File: config.mk
export PLATFORM = sky130hd
export DESIGN_NAME = if_id_queue
export DESIGN_NICKNAME = d
export VERILOG_FILES = /design/src/rtl/ifq_pkg.sv /design/src/rtl/ifq_store.sv /design/src/rtl/if_id_queue.sv
export SDC_FILE = /design/constraint.sdc
export NUM_CORES = 1
export LEC_CHECK = 0
export BUFFER_PORTS_ARGS = -buffer_cell sky130_fd_sc_hd__buf_2
export CORE_MARGIN = 2
export CORE_UTILIZATION = 35
export DETAILED_ROUTE_END_ITERATION = 10
export PLACE_DENSITY = 0.55
export SETUP_SLACK_MARGIN = 0.05
export SLEW_MARGIN = 20
export SYNTH_ARGS = -nofsm -noshare
export SYNTH_HDL_FRONTEND = slang
export SYNTH_SLANG_ARGS = --single-unit
File: constraint.sdc
create_clock -name clk -period 4.7 [get_ports clk]
set_input_delay 1.175 -clock clk [delete_from_list [all_inputs] [get_ports clk]]
set_output_delay 1.175 -clock clk [all_outputs]
set_load 0.005 [all_outputs]
File: src/rtl/ifq_pkg.sv
// Shared types and constants for the IF->ID decoupling queue.
package ifq_pkg;

    localparam int IFQ_AW   = 32;
    localparam int IFQ_DW   = 32;
    localparam int IFQ_EXCW = 5;

    // ExcCode value meaning "no exception on this fetch".
    localparam logic [IFQ_EXCW-1:0] EXC_NONE = 5'd0;

    // Instruction word presented to Decode for bubbles and faulting fetches.
    localparam logic [IFQ_DW-1:0] NOP_INSTR = 32'h0;

    // One fetched entry as it travels from IF to ID.
    typedef struct packed {
        logic [IFQ_AW-1:0]   pc;
        logic [IFQ_DW-1:0]   instr;
        logic                bd;
        logic [IFQ_EXCW-1:0] exc;
    } ifq_entry_t;

endpackage

File: src/rtl/ifq_store.sv
// Entry storage for the IF->ID queue: DEPTH x W register array with one
// synchronous write port and one asynchronous read port. No reset: the
// pointers and count in the parent decide what is valid.
module ifq_store #(
    parameter int DEPTH = 4,
    parameter int W     = 70
) (
    input  logic                     clk,
    input  logic                     we,
    input  logic [$clog2(DEPTH)-1:0] waddr,
    input  logic [W-1:0]             wdata,
    input  logic [$clog2(DEPTH)-1:0] raddr,
    output logic [W-1:0]             rdata
);

    logic [W-1:0] mem_q [DEPTH];

    // Write the addressed entry when enabled.
    always_ff @(posedge clk) begin
        if (we) begin
            mem_q[waddr] <= wdata;
        end
    end

    // Asynchronous read of the addressed entry.
    always_comb begin
        rdata = mem_q[raddr];
    end

endmodule

File: src/rtl/if_id_queue.sv
// IF->ID decoupling queue. Holds up to DEPTH fetched entries in order and
// presents the head to Decode; an empty queue presents a nop bubble.
//
// Handshake: an entry moves on a side only in a cycle where both valid and
// ready are high at the rising edge (push = in_valid & in_ready,
// pop = out_valid & out_ready). valid never depends on ready of the same side.
//
// Optional feature: define IFQ_BYPASS_EN to let an empty queue forward the
// incoming entry combinationally to Decode in the same cycle.
module if_id_queue #(
    parameter int DEPTH = 4,
    parameter int DW    = 32,
    parameter int AW    = 32,
    parameter int EXCW  = 5
) (
    input  logic                     clk,
    input  logic                     reset,
    input  logic                     flush,
    input  logic                     in_valid,
    output logic                     in_ready,
    input  logic [AW-1:0]            pc_in,
    input  logic [DW-1:0]            instr_in,
    input  logic                     bd_in,
    input  logic [EXCW-1:0]          exc_in,
    output logic                     out_valid,
    input  logic                     out_ready,
    output logic [AW-1:0]            pc_out,
    output logic [DW-1:0]            instr_out,
    output logic                     bd_out,
    output logic [EXCW-1:0]          exc_out,
    output logic [$clog2(DEPTH):0]   count
);

    import ifq_pkg::*;

    localparam int PW = $clog2(DEPTH);
    localparam int CW = PW + 1;
    localparam int EW = AW + DW + 1 + EXCW;

    logic [PW-1:0] wr_ptr_q, wr_ptr_d;
    logic [PW-1:0] rd_ptr_q, rd_ptr_d;
    logic [CW-1:0] count_q, count_d;

    logic          full;
    logic          empty;
    logic          bypass;
    logic          push;
    logic          pop;
    logic          push_store;
    logic          pop_store;
    logic          store_we;
    logic [DW-1:0] instr_in_eff;
    logic [EW-1:0] wdata;
    logic [EW-1:0] rdata;

    // Faulting fetches carry a nop so Decode can never act on their word.
    always_comb begin
        instr_in_eff = (exc_in != EXCW'(EXC_NONE)) ? DW'(NOP_INSTR) : instr_in;
        wdata        = {pc_in, instr_in_eff, bd_in, exc_in};
    end

    // Handshake decode: full/empty, bypass eligibility, and what reaches storage.
    always_comb begin
        full      = (count_q == CW'(DEPTH));
        empty     = (count_q == '0);
        in_ready  = !full;
`ifdef IFQ_BYPASS_EN
        bypass    = empty && in_valid && !flush;
`else
        bypass    = 1'b0;
`endif
        out_valid = !empty || bypass;
        push      = in_valid && in_ready;
        pop       = out_valid && out_ready;
        // A bypassed entry that Decode takes right away is never stored.
        push_store = push && !(bypass && out_ready);
        pop_store  = pop && !empty;
        store_we   = push_store && !flush && !reset;
    end

    // Next-state for pointers and occupancy; flush discards everything.
    always_comb begin
        wr_ptr_d = wr_ptr_q;
        rd_ptr_d = rd_ptr_q;
        count_d  = count_q;
        if (flush) begin
            wr_ptr_d = '0;
            rd_ptr_d = '0;
            count_d  = '0;
        end else begin
            if (push_store) begin
                wr_ptr_d = wr_ptr_q + PW'(1);
            end
            if (pop_store) begin
                rd_ptr_d = rd_ptr_q + PW'(1);
            end
            count_d = count_q + CW'(push_store) - CW'(pop_store);
        end
    end

    // Pointer and occupancy registers with synchronous reset.
    always_ff @(posedge clk) begin
        if (reset) begin
            wr_ptr_q <= '0;
            rd_ptr_q <= '0;
            count_q  <= '0;
        end else begin
            wr_ptr_q <= wr_ptr_d;
            rd_ptr_q <= rd_ptr_d;
            count_q  <= count_d;
        end
    end

    ifq_store #(
        .DEPTH (DEPTH),
        .W     (EW)
    ) u_store (
        .clk   (clk),
        .we    (store_we),
        .waddr (wr_ptr_q),
        .wdata (wdata),
        .raddr (rd_ptr_q),
        .rdata (rdata)
    );

    // Head mux: stored head, bypassed input, or an all-zero bubble.
    always_comb begin
        pc_out    = '0;
        instr_out = DW'(NOP_INSTR);
        bd_out    = 1'b0;
        exc_out   = EXCW'(EXC_NONE);
        if (!empty) begin
            pc_out    = rdata[EW-1 -: AW];
            instr_out = rdata[EXCW+1 +: DW];
            bd_out    = rdata[EXCW];
            exc_out   = rdata[EXCW-1:0];
        end else if (bypass) begin
            pc_out    = pc_in;
            instr_out = instr_in_eff;
            bd_out    = bd_in;
            exc_out   = exc_in;
        end
    end

    assign count = count_q;

endmodule

* Word level (Yosys, flattened, before mapping)
Memory sizes are Yosys's and may differ from the RTL's. A register that Yosys moved wholly into a read port is not among the register bits.
Index checks and enable logic that the tools add are counted.
** Cells by class
- Add/subtract/negate cells :: 4
- Eq/ne operators :: 1
- Multiplexer cells :: 9
- Reduce and logical (&&, ||, !) cells :: 12
** Operator list (count)
- $mux W32 :: 3
- $logic_and A1 B1 Y1 :: 5
- $mux W5 :: 1
- $reduce_bool A5 Y1 :: 1
- $add A2 B1 Y2 const B :: 2
- $logic_not A1 Y1 :: 4
- $mux W2 :: 2
- $add A3 B1 Y3 :: 1
- $eq A3 B3 Y1 const B :: 1
- $logic_not A3 Y1 :: 1
- $mux W1 :: 3
- $sub A3 B1 Y3 :: 1
- $reduce_or A2 Y1 :: 1
** Word-level totals
- Flip-flop bits (word level) :: 7
- Bits in writable memories :: 280
- Input bits :: 75
- Output and inout port bits :: 75
- Logic and storage cells :: 30
- Memories :: 1
** Memories
- u_store.mem_q :: words 4, width 70, rd ports 1, clocked after Yosys merged registers in 1, wr ports 1, line ifq_store.sv:16 : logic [W-1:0] mem_q [DEPTH];

* Longest topological paths before layout
Gate-level depths: netlist of run 1.
- Depth in word-level cells :: 7
- Mapped depth :: 11

* Cells and area by module
Synthesis of run 1 repeated with hierarchy kept, for this count alone.
** Second synthesis, totals
- Cell total of the unflattened synthesis :: 522
- Area total of the unflattened synthesis :: 11284.6 um^2
** By module, submodules not included
- ifq_store :: times used 1, cells each 370, area an instance 10206.0 um^2, seq. area each 8408.1 um^2
- if_id_queue :: times used 1, cells each 152, area an instance 1078.5 um^2, seq. area each 140.1 um^2

* Least setup slack after synthesis of run 1
OpenSTA, ideal clock, no wires.
- Kind :: input -> register
- Start point :: input flush
- End point :: memory u_store.mem_q[0][0] (enable)
- Data arrival time :: 3252 ps
- Required time :: 4264 ps
- Path slack :: 1012 ps
- Cell stages on the path :: 3
- Buffers on the path :: 1
- Cells stage by stage :: nor2_1 > clkbuf_1 > and3_1
** On the way
- Longest elaborated chain between the ends :: 5
** Ends and longest elaborated chain
- from (decl) :: line if_id_queue.sv:18 : input logic flush,
- $logic_not A1 Y1 :: line if_id_queue.sv:78 : store_we = push_store && !flush && !reset;
- $logic_and A1 B1 Y1 (2 in a row) :: line if_id_queue.sv:78
- $mux W1 :: line ifq_store.sv:20 : if (we) begin
- $mux W1 (not written as such) :: line ifq_store.sv:21 : mem_q[waddr] <= wdata;
- to (decl) :: line ifq_store.sv:16
Every way passes these cells.

==> impl_metrics.json, run 1 <==
{
  "wire_per_inst_um": 20.4,
  "post_drt_via_cell_ratio": 4.89,
  "clk_pin_slew_ns": 0.06,
  "status": "finished, final reports clean",
  "drtPass1Iterations": 4,
  "whs_ns": 0.494,
  "cts-resized-gates": 0,
  "syn_to_final_growth_pct": 18.8,
  "fin_nets": 774,
  "stdcell_count": 1111,
  "drt_iter0_markers": 307,
  "cts.sinks": 289,
  "core_um2": 31700,
  "finalSetupViolations": 0,
  "synth-simple-area-share_pct": 6.75,
  "fmax_mhz": 265,
  "io_pins": 150,
  "yosysWarnings": 0,
  "leakage_nw": 4.32,
  "dp_hpwl_um": 13300,
  "worstSetupPathType": "reg -> out",
  "use_met2_pct": 22.2,
  "crit_fanout": 45,
  "hp-class": "reg -> reg",
  "cts_setup_buffers": 0,
  "yosys_register_bits": 289,
  "yosysTopAreaCell": "edfxtp_1",
  "slew-limit-headroom_pct": 40.0,
  "synthAdderAreaFrac_pct": 0.841,
  "gp_congestion": 0.686,
  "grt_pass1_vias": 5963,
  "netlist_area_um2": 11300,
  "max_stage_delay_ns": 0.71,
  "synth_top_family_by_area": "multiplexers",
  "met3_usage_pct": 2.97,
  "synthMuxAreaShare_pct": 14.1,
  "worstRegToRegCells": 9,
  "peakVddDrop_mv": 0.275,
  "regToRegSetupSlack_ns": 1.94,
  "cts_htree_levels": 1,
  "power_w": 0.00527,
  "grt_pass1_wl_um": 34700,
  "critPathArrivalTime_ns": 2.59,
  "dp_slack_ns": 1.41,
  "cpMaxStageDelayCell": "dfxtp_4",
  "ys_seq_area_share_pct": 75.9,
  "cts_tree": "built",
  "fillers": 2833,
  "p_per_area_nw_per_um2": 392,
  "wirelength_um": 22600,
  "cts_inserted_buffers": 30,
  "slew_violations": 0,
  "synth_compound_area_share_pct": 0.166,
  "rsz0062_at_grt": "no",
  "async_reset_ff_share_pct": 0,
  "synth_xor_area_share_pct": 0.232,
  "clock_latency_ns": 0.53,
  "skew_ns": 0.00786,
  "crit_end": "instr_out[26]",
  "drcViolationCount": 0,
  "critical_path.cell_chain": "buf_12 -> mux4_2 -> and2_1 -> buf_2",
  "root_buffer": "clkbuf_16",
  "initial_core_util_pct": 35.7,
  "drive_above_1_share_pct": 38.5,
  "period_share_pct": 80.2,
  "setup_tns_ns": 0,
  "synth_edf_count": 280,
  "syn_avg_cell_area_um2": 21.3,
  "holdBufCountCts": 0,
  "period_needed_ns": 3.77,
  "syn_inst": 532,
  "r2r_start": "count[2]$_SDFF_PP0_",
  "cp-end-kind": "output pin",
  "dpl.cell_count": 1061,
  "yosysUniqueCellTypes": 26,
  "grt_max_degree": 71,
  "grtUsageMet1_pct": 18.6,
  "synth_ff_type": "edfxtp_1",
  "die_y_um": 184,
  "required_ns": 3.52,
  "track_usage_pct": 13.5,
  "antenna_found_initial": 2,
  "route.vias.total": 5430,
  "gr-total-overflow": 0,
  "synth_top_area_share_pct": 74.3,
  "r2r-end": "count[2]$_SDFF_PP0_",
  "worst_pin_slew_ns": 0.898,
  "cts_buffer_depth": 3,
  "die_area_um2": 33800,
  "ant_nets": 0,
  "globalRoute.busiestLayer": "met2",
  "rows": 65,
  "syn_nets": 614,
  "ys_top_cells_by_area": "edfxtp_1 (74%), mux4_2 (14%), and2_1 (5.8%), dfxtp_1 (1.6%), buf_6 (0.90%)",
  "die_w_um": 184,
  "port_buffers": 149,
  "hold_viol": 0,
  "setup_slack_ns": 0.932,
  "startpoint_type": "flip-flop",
  "drv_cap": 0
}
[critical path, delay by kind of cell, from the launching register on]
kind,cells,cell delay [ns]
muxes,1,0.56
and+or+nand+nor,1,0.20
DFF,1,0.71
buffers and inverters,2,0.55
[routing by layer]
| metal | wire [um] | up-vias | share of wire [%] |
|---|---|---|---|
| li1 | - | 2438 | - |
| met1 | 10200 | 2839 | 45 |
| met2 | 10900 | 128 | 48 |
| met3 | 1210 | 25 | 5.4 |
| met4 | 331 | 0 | 1.5 |
| met5 | 0 | - | 0 |
[cell usage in the layout (no fill, tap or decap), drive strengths merged]
| cell type | n |
|---|---|
| mux2i | 2 |
| nor3 | 2 |
| fa | 1 |
| mux4 | 70 |
| nand2 | 3 |
| or3 | 2 |
| or3b | 1 |
| ha | 6 |
| and2 | 106 |
| dfxtp | 9 |
| clkinv | 11 |
| clkinvlp | 1 |
| buf | 157 |
| o311ai | 1 |
| xnor2 | 2 |
| or4 | 1 |
| xor2 | 1 |
| nor2 | 2 |
| diode | 2 |
| nand4 | 2 |
| edfxtp | 280 |
| and3 | 4 |
| o21ai | 2 |
| clkbuf | 35 |
| inv | 6 |
[metrics by stage]
stage,utilization (%),instance area (um^2)
2_1_floorplan,-,11300
3_3_place_gp,39.2,12400
3_5_place_dp,39.6,12600
4_1_cts,42.3,13400
5_1_grt,42.3,13400
6_report,42.4,13400
[where the power goes]
part	internal (W)	total, W	leakage [nW]	switching (W)
clock network	0.00118	0.00207	0.414	0.000891
logic	0.000166	0.000339	1.51	0.000173
registers	0.00285	0.00286	2.40	0.0000155
[Yosys cell counts, types with 2 or more instances]
| library cell | n |
|---|---|
| edfxtp_1 | 280 |
| and2_1 | 105 |
| mux4_2 | 70 |
| buf_2 | 9 |
| buf_6 | 9 |
| dfxtp_1 | 9 |
| clkbuf_1 | 8 |
| ha_1 | 6 |
| inv_1 | 6 |
| and3_1 | 4 |
| buf_4 | 3 |
| nand2_1 | 3 |
| mux2i_1 | 2 |
| nand4_1 | 2 |
| nor3_1 | 2 |
| o21ai_1 | 2 |
| or3_1 | 2 |
| xnor2_1 | 2 |
[area by class of cell]
type / count / area [um^2] / area share [%]
Sequential cell: 289 / 8600 / 64.0
Multi-Input combinational cell: 208 / 2530 / 18.8
Timing Repair Buffer: 157 / 938 / 6.98
Clock buffer: 35 / 791 / 5.89
Tap cell: 402 / 503 / 3.74
Clock inverter: 12 / 53.8 / 0.400
Inverter: 6 / 22.5 / 0.168
Antenna cell: 2 / 5.00 / 0.0373
[cell families after synthesis]
logic type	count (synthesis)
buffers and inverters	35
DFF	289
xor gates and xnor gates	3
AOI/OAI and AO/OA	3
adders and majority gates	7
and+or+nand+nor	123
muxes	72
[sequential cells by signal (all words and copies together), names as in the netlist, named ones only]
register and flops:
rd_ptr_q 2, count 3, wr_ptr_q 2, u_store.mem_q 280
[worst min-delay path by stage]
stage                        startpoint                       end  depth (start not counted)
6_report       wr_ptr_q[1]$_SDFFE_PP0P_  wr_ptr_q[1]$_SDFFE_PP0P_                          2
5_1_grt        rd_ptr_q[0]$_SDFFE_PP0P_                 flip-flop                          2
4_1_cts        wr_ptr_q[1]$_SDFFE_PP0P_  wr_ptr_q[1]$_SDFFE_PP0P_                          2
2_1_floorplan  wr_ptr_q[1]$_SDFFE_PP0P_  wr_ptr_q[1]$_SDFFE_PP0P_                          2
3_5_place_dp   rd_ptr_q[0]$_SDFFE_PP0P_                 flip-flop                          2
3_3_place_gp   wr_ptr_q[1]$_SDFFE_PP0P_  wr_ptr_q[1]$_SDFFE_PP0P_                          2
Note: power is estimated with default switching activity, not from simulation.
==> run 2, diff against run 1 <==
- clock period: 4.7 -> 3.66 ns (I/O delays scaled with it)
==> impl_metrics.json, run 2 (same netlist as run 1, synthesis figures left out) <==
{
  "rsz0062_at_grt": "no",
  "wirelength_um": 22900,
  "peakVddDrop_mv": 0.306,
  "max_stage_delay_ns": 0.68,
  "drv_cap": 0,
  "cp-end-kind": "output pin",
  "cts-resized-gates": 0,
  "setup_tns_ns": 0,
  "drive_above_1_share_pct": 39.6,
  "port_buffers": 149,
  "gr-total-overflow": 0,
  "rows": 65,
  "startpoint_type": "flip-flop",
  "hold_viol": 0,
  "die_area_um2": 33800,
  "status": "finished, final reports clean",
  "leakage_nw": 4.42,
  "fin_nets": 780,
  "stdcell_count": 1125,
  "grt_max_degree": 72,
  "regMostFlops": "u_store.mem_q",
  "core_um2": 31700,
  "largest_reg_flops": 280,
  "worst_pin_slew_ns": 0.771,
  "slew_violations": 0,
  "slew-limit-headroom_pct": 48.6,
  "hp-class": "reg -> reg",
  "cts_buffer_depth": 3,
  "drcViolationCount": 0,
  "ant_nets": 0,
  "period_share_pct": 91.5,
  "fillers": 2814,
  "syn_to_final_growth_pct": 20.3,
  "p_per_area_nw_per_um2": 528,
  "io_pins": 150,
  "cts_htree_levels": 1,
  "fmax_mhz": 299,
  "critPathArrivalTime_ns": 2.43,
  "cts_inserted_buffers": 30,
  "finalInstanceArea_um2": 13600,
  "dp_hpwl_um": 13500,
  "drtPass1Iterations": 4,
  "final_cell_mix": "edfxtp_1 (280), buf_2 (149), and2_1 (105)",
  "worstSetupPathType": "reg -> out",
  "cts_tree": "built",
  "root_buffer": "clkbuf_16",
  "finalSetupViolations": 0,
  "drt_iter0_markers": 301,
  "grt_pass1_wl_um": 35100,
  "crit_buf_inv": 2,
  "die_y_um": 184,
  "crit_fanout": 24,
  "antenna_found_initial": 3,
  "power_w": 0.00718,
  "track_usage_pct": 13.8,
  "final_common_cell": "edfxtp_1",
  "post_drt_via_cell_ratio": 4.87,
  "required_ns": 2.74,
  "route.vias.total": 5478,
  "cp_top_family": "flip-flops",
  "gp_congestion": 0.691,
  "wire_per_inst_um": 20.3,
  "dpl.cell_count": 1068,
  "grt_pass1_vias": 6033,
  "period_needed_ns": 3.35,
  "clock_latency_ns": 0.54,
  "initial_core_util_pct": 35.7,
  "cpMaxStageDelayCell": "dfxtp_4",
  "skew_ns": 0.0117,
  "cts_setup_buffers": 0,
  "clk_pin_slew_ns": 0.06,
  "holdBufCountCts": 0,
  "die_w_um": 184,
  "placed_cell_area_um2": 12600,
  "critical_path.cell_chain": "buf_12 -> mux4_2 -> and2_1 -> buf_2",
  "cts.sinks": 289
}
## run 2: changes by cell type in the layout (fill, tap and decap cells not counted)
| cell | change |
|---|---|
| buf_12 | +6 |
| buf_16 | -6 |
| buf_4 | +6 |
| bufinv_16 | +5 |
| clkbuf_1 | +4 |
| clkinv_1 | -3 |
| clkinv_2 | +3 |
| diode_2 | -1 |
## run 2: worst paths after layout
check / startpoint / endpoint / slack, ns / depth (start not counted)
worst min register to register: wr_ptr_q[1]$_SDFFE_PP0P_ / wr_ptr_q[1]$_SDFFE_PP0P_ / 0.50 / 2
worst max-delay path: flip-flop / instr_out[22] / 0.31 / 4
worst max register to register: count[1]$_SDFF_PP0_ / count[2]$_SDFF_PP0_ / 1.18 / 10
worst min-delay path: wr_ptr_q[1]$_SDFFE_PP0P_ / wr_ptr_q[1]$_SDFFE_PP0P_ / 0.50 / 2
## run 2: routing by layer
| metal | vias to the layer above | global-route usage, % | share of wire, % |
|---|---|---|---|
| met1 | 2841 | 17.9 | 43 |
| met3 | 32 | 3.39 | 6.2 |
| met5 | - | 0 | 0.12 |
| met2 | 145 | 23.6 | 49 |
| met4 | 4 | 3.20 | 1.4 |
| li1 | 2456 | - | - |
## run 2: stage by stage
step | hold WS [ns] | setup slack (ns) | utilization (%)
finish | 0.496 | 0.312 | 42.9
global route | 0.538 | 0.147 | 42.9
CTS | 0.499 | 0.227 | 42.9
detailed placement | 0.489 | 0.813 | 39.7
global placement | 0.470 | 0.824 | 39.7
floorplan | 0.461 | 0.232 | -
## run 2: worst min-delay path, delay by kind of cell, from the launching register on
kind	cells	cell delay (ns)
flip-flops	1	0.34
AND/OR/NAND/NOR	1	0.06
AO/OA/AOI/OAI	1	0.05
## run 2: layout make-up
type	instances	area [um^2]	share of cell area, %
Antenna cell	1	2.50	0.0184
Clock buffer	39	806	5.92
Clock inverter	17	208	1.53
Inverter	6	22.5	0.166
Multi-Input combinational cell	208	2530	18.6
Sequential cell	289	8600	63.2
Tap cell	402	503	3.70
Timing Repair Buffer	163	938	6.90
## run 2: power by group
group	switching, W	internal [W]
sequential	0.0000197	0.00366
combinational	0.000225	0.000215
clock	0.00117	0.00190
==> run 3, diff against run 2 <==
- ABC_AREA: not set -> 1
- PLACE_DENSITY: 0.55 -> 0.54
- SKIP_CTS_REPAIR_TIMING: not set -> 1
==> impl_metrics.json, run 3 <==
{
  "rsz0062_at_grt": "no",
  "hp-class": "reg -> reg",
  "drt_iter0_markers": 491,
  "syn_inst": 1245,
  "cts_inserted_buffers": 31,
  "leakage_nw": 6.99,
  "final_cell_mix": "edfxtp_1 (280), nand2_1 (261), inv_1 (225)",
  "setup_slack_ns": 0.380,
  "critPathArrivalTime_ns": 2.37,
  "syn_avg_cell_area_um2": 10.6,
  "track_usage_pct": 14.6,
  "dp_slack_ns": 0.799,
  "antenna_cells": 0,
  "final_core_util_pct": 41.3,
  "fmax_mhz": 305,
  "port_buffers": 149,
  "dr_wl_met2_um": 13900,
  "slew_violations": 0,
  "crit_end": "instr_out[25]",
  "skew_ns": 0.0148,
  "core_um2": 37400,
  "yosysWarnings": 0,
  "syn_to_final_growth_pct": 17.1,
  "cts_htree_levels": 1,
  "post_drt_via_cell_ratio": 4.29,
  "worstRegToRegCells": 11,
  "io_pins": 150,
  "largest_reg_flops": 280,
  "grt_pass1_vias": 8047,
  "async_reset_ff_share_pct": 0,
  "placed_cell_area_um2": 14500,
  "ys_top_cells_by_area": "edfxtp_1 (64%), nand2_1 (7.5%), inv_1 (6.4%), nand3_1 (4.4%), inv_2 (3.0%)",
  "cp-end-kind": "output pin",
  "synth_ff_type": "edfxtp_1",
  "wire_per_inst_um": 14.9,
  "drtPass1Iterations": 5,
  "yosysTopAreaCell": "edfxtp_1",
  "r2r-end": "count[2]$_SDFF_PP0_",
  "grt_pass1_wl_um": 44300,
  "routedLengthMet1_um": 12700,
  "period_needed_ns": 3.28,
  "yosys_register_bits": 289,
  "cts_tree": "built",
  "drive_above_1_share_pct": 29.4,
  "rows": 71,
  "synth_top_area_share_pct": 63.8,
  "max_stage_delay_ns": 0.54,
  "dp_hpwl_um": 17000,
  "required_ns": 2.74,
  "die_area_um2": 39200,
  "finalSetupViolations": 0,
  "clk_pin_slew_ns": 0.06,
  "worst_pin_slew_ns": 0.776,
  "syn_nets": 1327,
  "wirelength_um": 28600,
  "clock_latency_ns": 0.54,
  "synth_common_cells": "edfxtp_1 (280), nand2_1 (262), inv_1 (225), nand3_1 (115), inv_2 (106)",
  "drcViolationCount": 0,
  "yosysUniqueCellTypes": 23,
  "synthMuxAreaShare_pct": 0,
  "netlist_area_um2": 13200,
  "final_common_cell": "edfxtp_1",
  "gp_congestion": 0.689,
  "hold_start": "rd_ptr_q[0]$_SDFFE_PP0P_",
  "ys_seq_area_share_pct": 65.1,
  "ant_nets": 0,
  "synth-simple-area-share_pct": 18.1,
  "grt_max_degree": 141,
  "die_y_um": 198,
  "synth_top_family_by_area": "simple AND/OR/NAND/NOR gates",
  "gr-total-overflow": 0,
  "crit_fanout": 43,
  "fillers": 3637,
  "fin_nets": 1468,
  "synthAdderAreaFrac_pct": 0.721,
  "worstSetupPathType": "reg -> out",
  "top_layer_used": "met5",
  "drv_cap": 0,
  "hold_viol": 0,
  "p_per_area_nw_per_um2": 467,
  "route.vias.total": 8245,
  "initial_core_util_pct": 35.2,
  "regToRegSetupSlack_ns": 1.26,
  "regMostFlops": "u_store.mem_q",
  "synth_xor_area_share_pct": 0,
  "finalInstanceArea_um2": 15400,
  "routed-wl-met3_um": 1610,
  "critical_path.cell_chain": "inv_4 -> nand3_1 -> a21oi_1 -> buf_2",
  "peakVddDrop_mv": 0.414,
  "synth_compound_area_share_pct": 3.70,
  "yosysMostFrequentCell": "edfxtp_1",
  "status": "finished, final reports clean",
  "root_buffer": "clkbuf_16",
  "cpMaxStageDelayCell": "inv_4",
  "synth_edf_count": 280,
  "cts.sinks": 289,
  "period_share_pct": 89.6,
  "cts_buffer_depth": 3,
  "startpoint_type": "flip-flop",
  "die_w_um": 198,
  "slew-limit-headroom_pct": 48.1,
  "r2r_start": "count[1]$_SDFF_PP0_",
  "antenna_found_initial": 1
}
## run 3: how the worst min path moves through the flow
stage	to	slack, ns	cells after the start
after global placement	rd_ptr_q[0]$_SDFFE_PP0P_	0.48	2
after CTS	rd_ptr_q[0]$_SDFFE_PP0P_	0.51	2
after global routing	rd_ptr_q[0]$_SDFFE_PP0P_	0.54	2
after floorplan	flip-flop	0.45	2
after detailed placement	rd_ptr_q[0]$_SDFFE_PP0P_	0.49	2
final	rd_ptr_q[0]$_SDFFE_PP0P_	0.52	2
## run 3: cell families (layout without fill, tap and decap cells)
kind of cell             after synthesis  count (layout)
AND/OR/NAND/NOR                      487             487
buffers and inverters                387             552
flip-flops                           289             289
AO/OA/AOI/OAI                         75              75
adder cells (fa/ha/maj)                7               7
## run 3: per-stage QoR
stage               setup TNS, ns  hold slack, ns  power (W)  cells
floorplan                  -24.53           0.448    0.00404   1245
global placement                0           0.477    0.00428   1864
detailed placement              0           0.494    0.00429   1864
CTS                             0           0.509    0.00732   1921
global route                    0           0.540    0.00750   1921
finish                          0           0.516    0.00721   1921
## run 3: worst max-delay path, delay by kind of cell (launching register included)
kind | cells | cell delay, ns
buf+inv | 2 | 0.74
flops | 1 | 0.46
compound gates | 1 | 0.43
simple gates | 1 | 0.16
## run 3: layer usage
layer | up-vias | global-route usage, %
met5 | - | 0
met3 | 32 | 3.05
met1 | 3869 | 19.7
met2 | 154 | 24.5
met4 | 2 | 2.98
li1 | 4188 | -
## run 3: layout make-up
class	instances	area, um^2	area share (%)
flip-flops and latches	289	8600	55.7
multi-input cells	569	3000	19.5
inverters	331	1250	8.11
repair buffers	164	958	6.21
clock buffers	31	776	5.03
well taps	511	639	4.14
clock inverters	26	209	1.35
## run 3: report_power, final
| group | switching (W) | internal [W] | leakage (nW) |
|---|---|---|---|
| clock | 0.00125 | 0.00175 | 0.491 |
| combinational | 0.000336 | 0.000191 | 4.10 |
| sequential | 0.0000164 | 0.00366 | 2.40 |
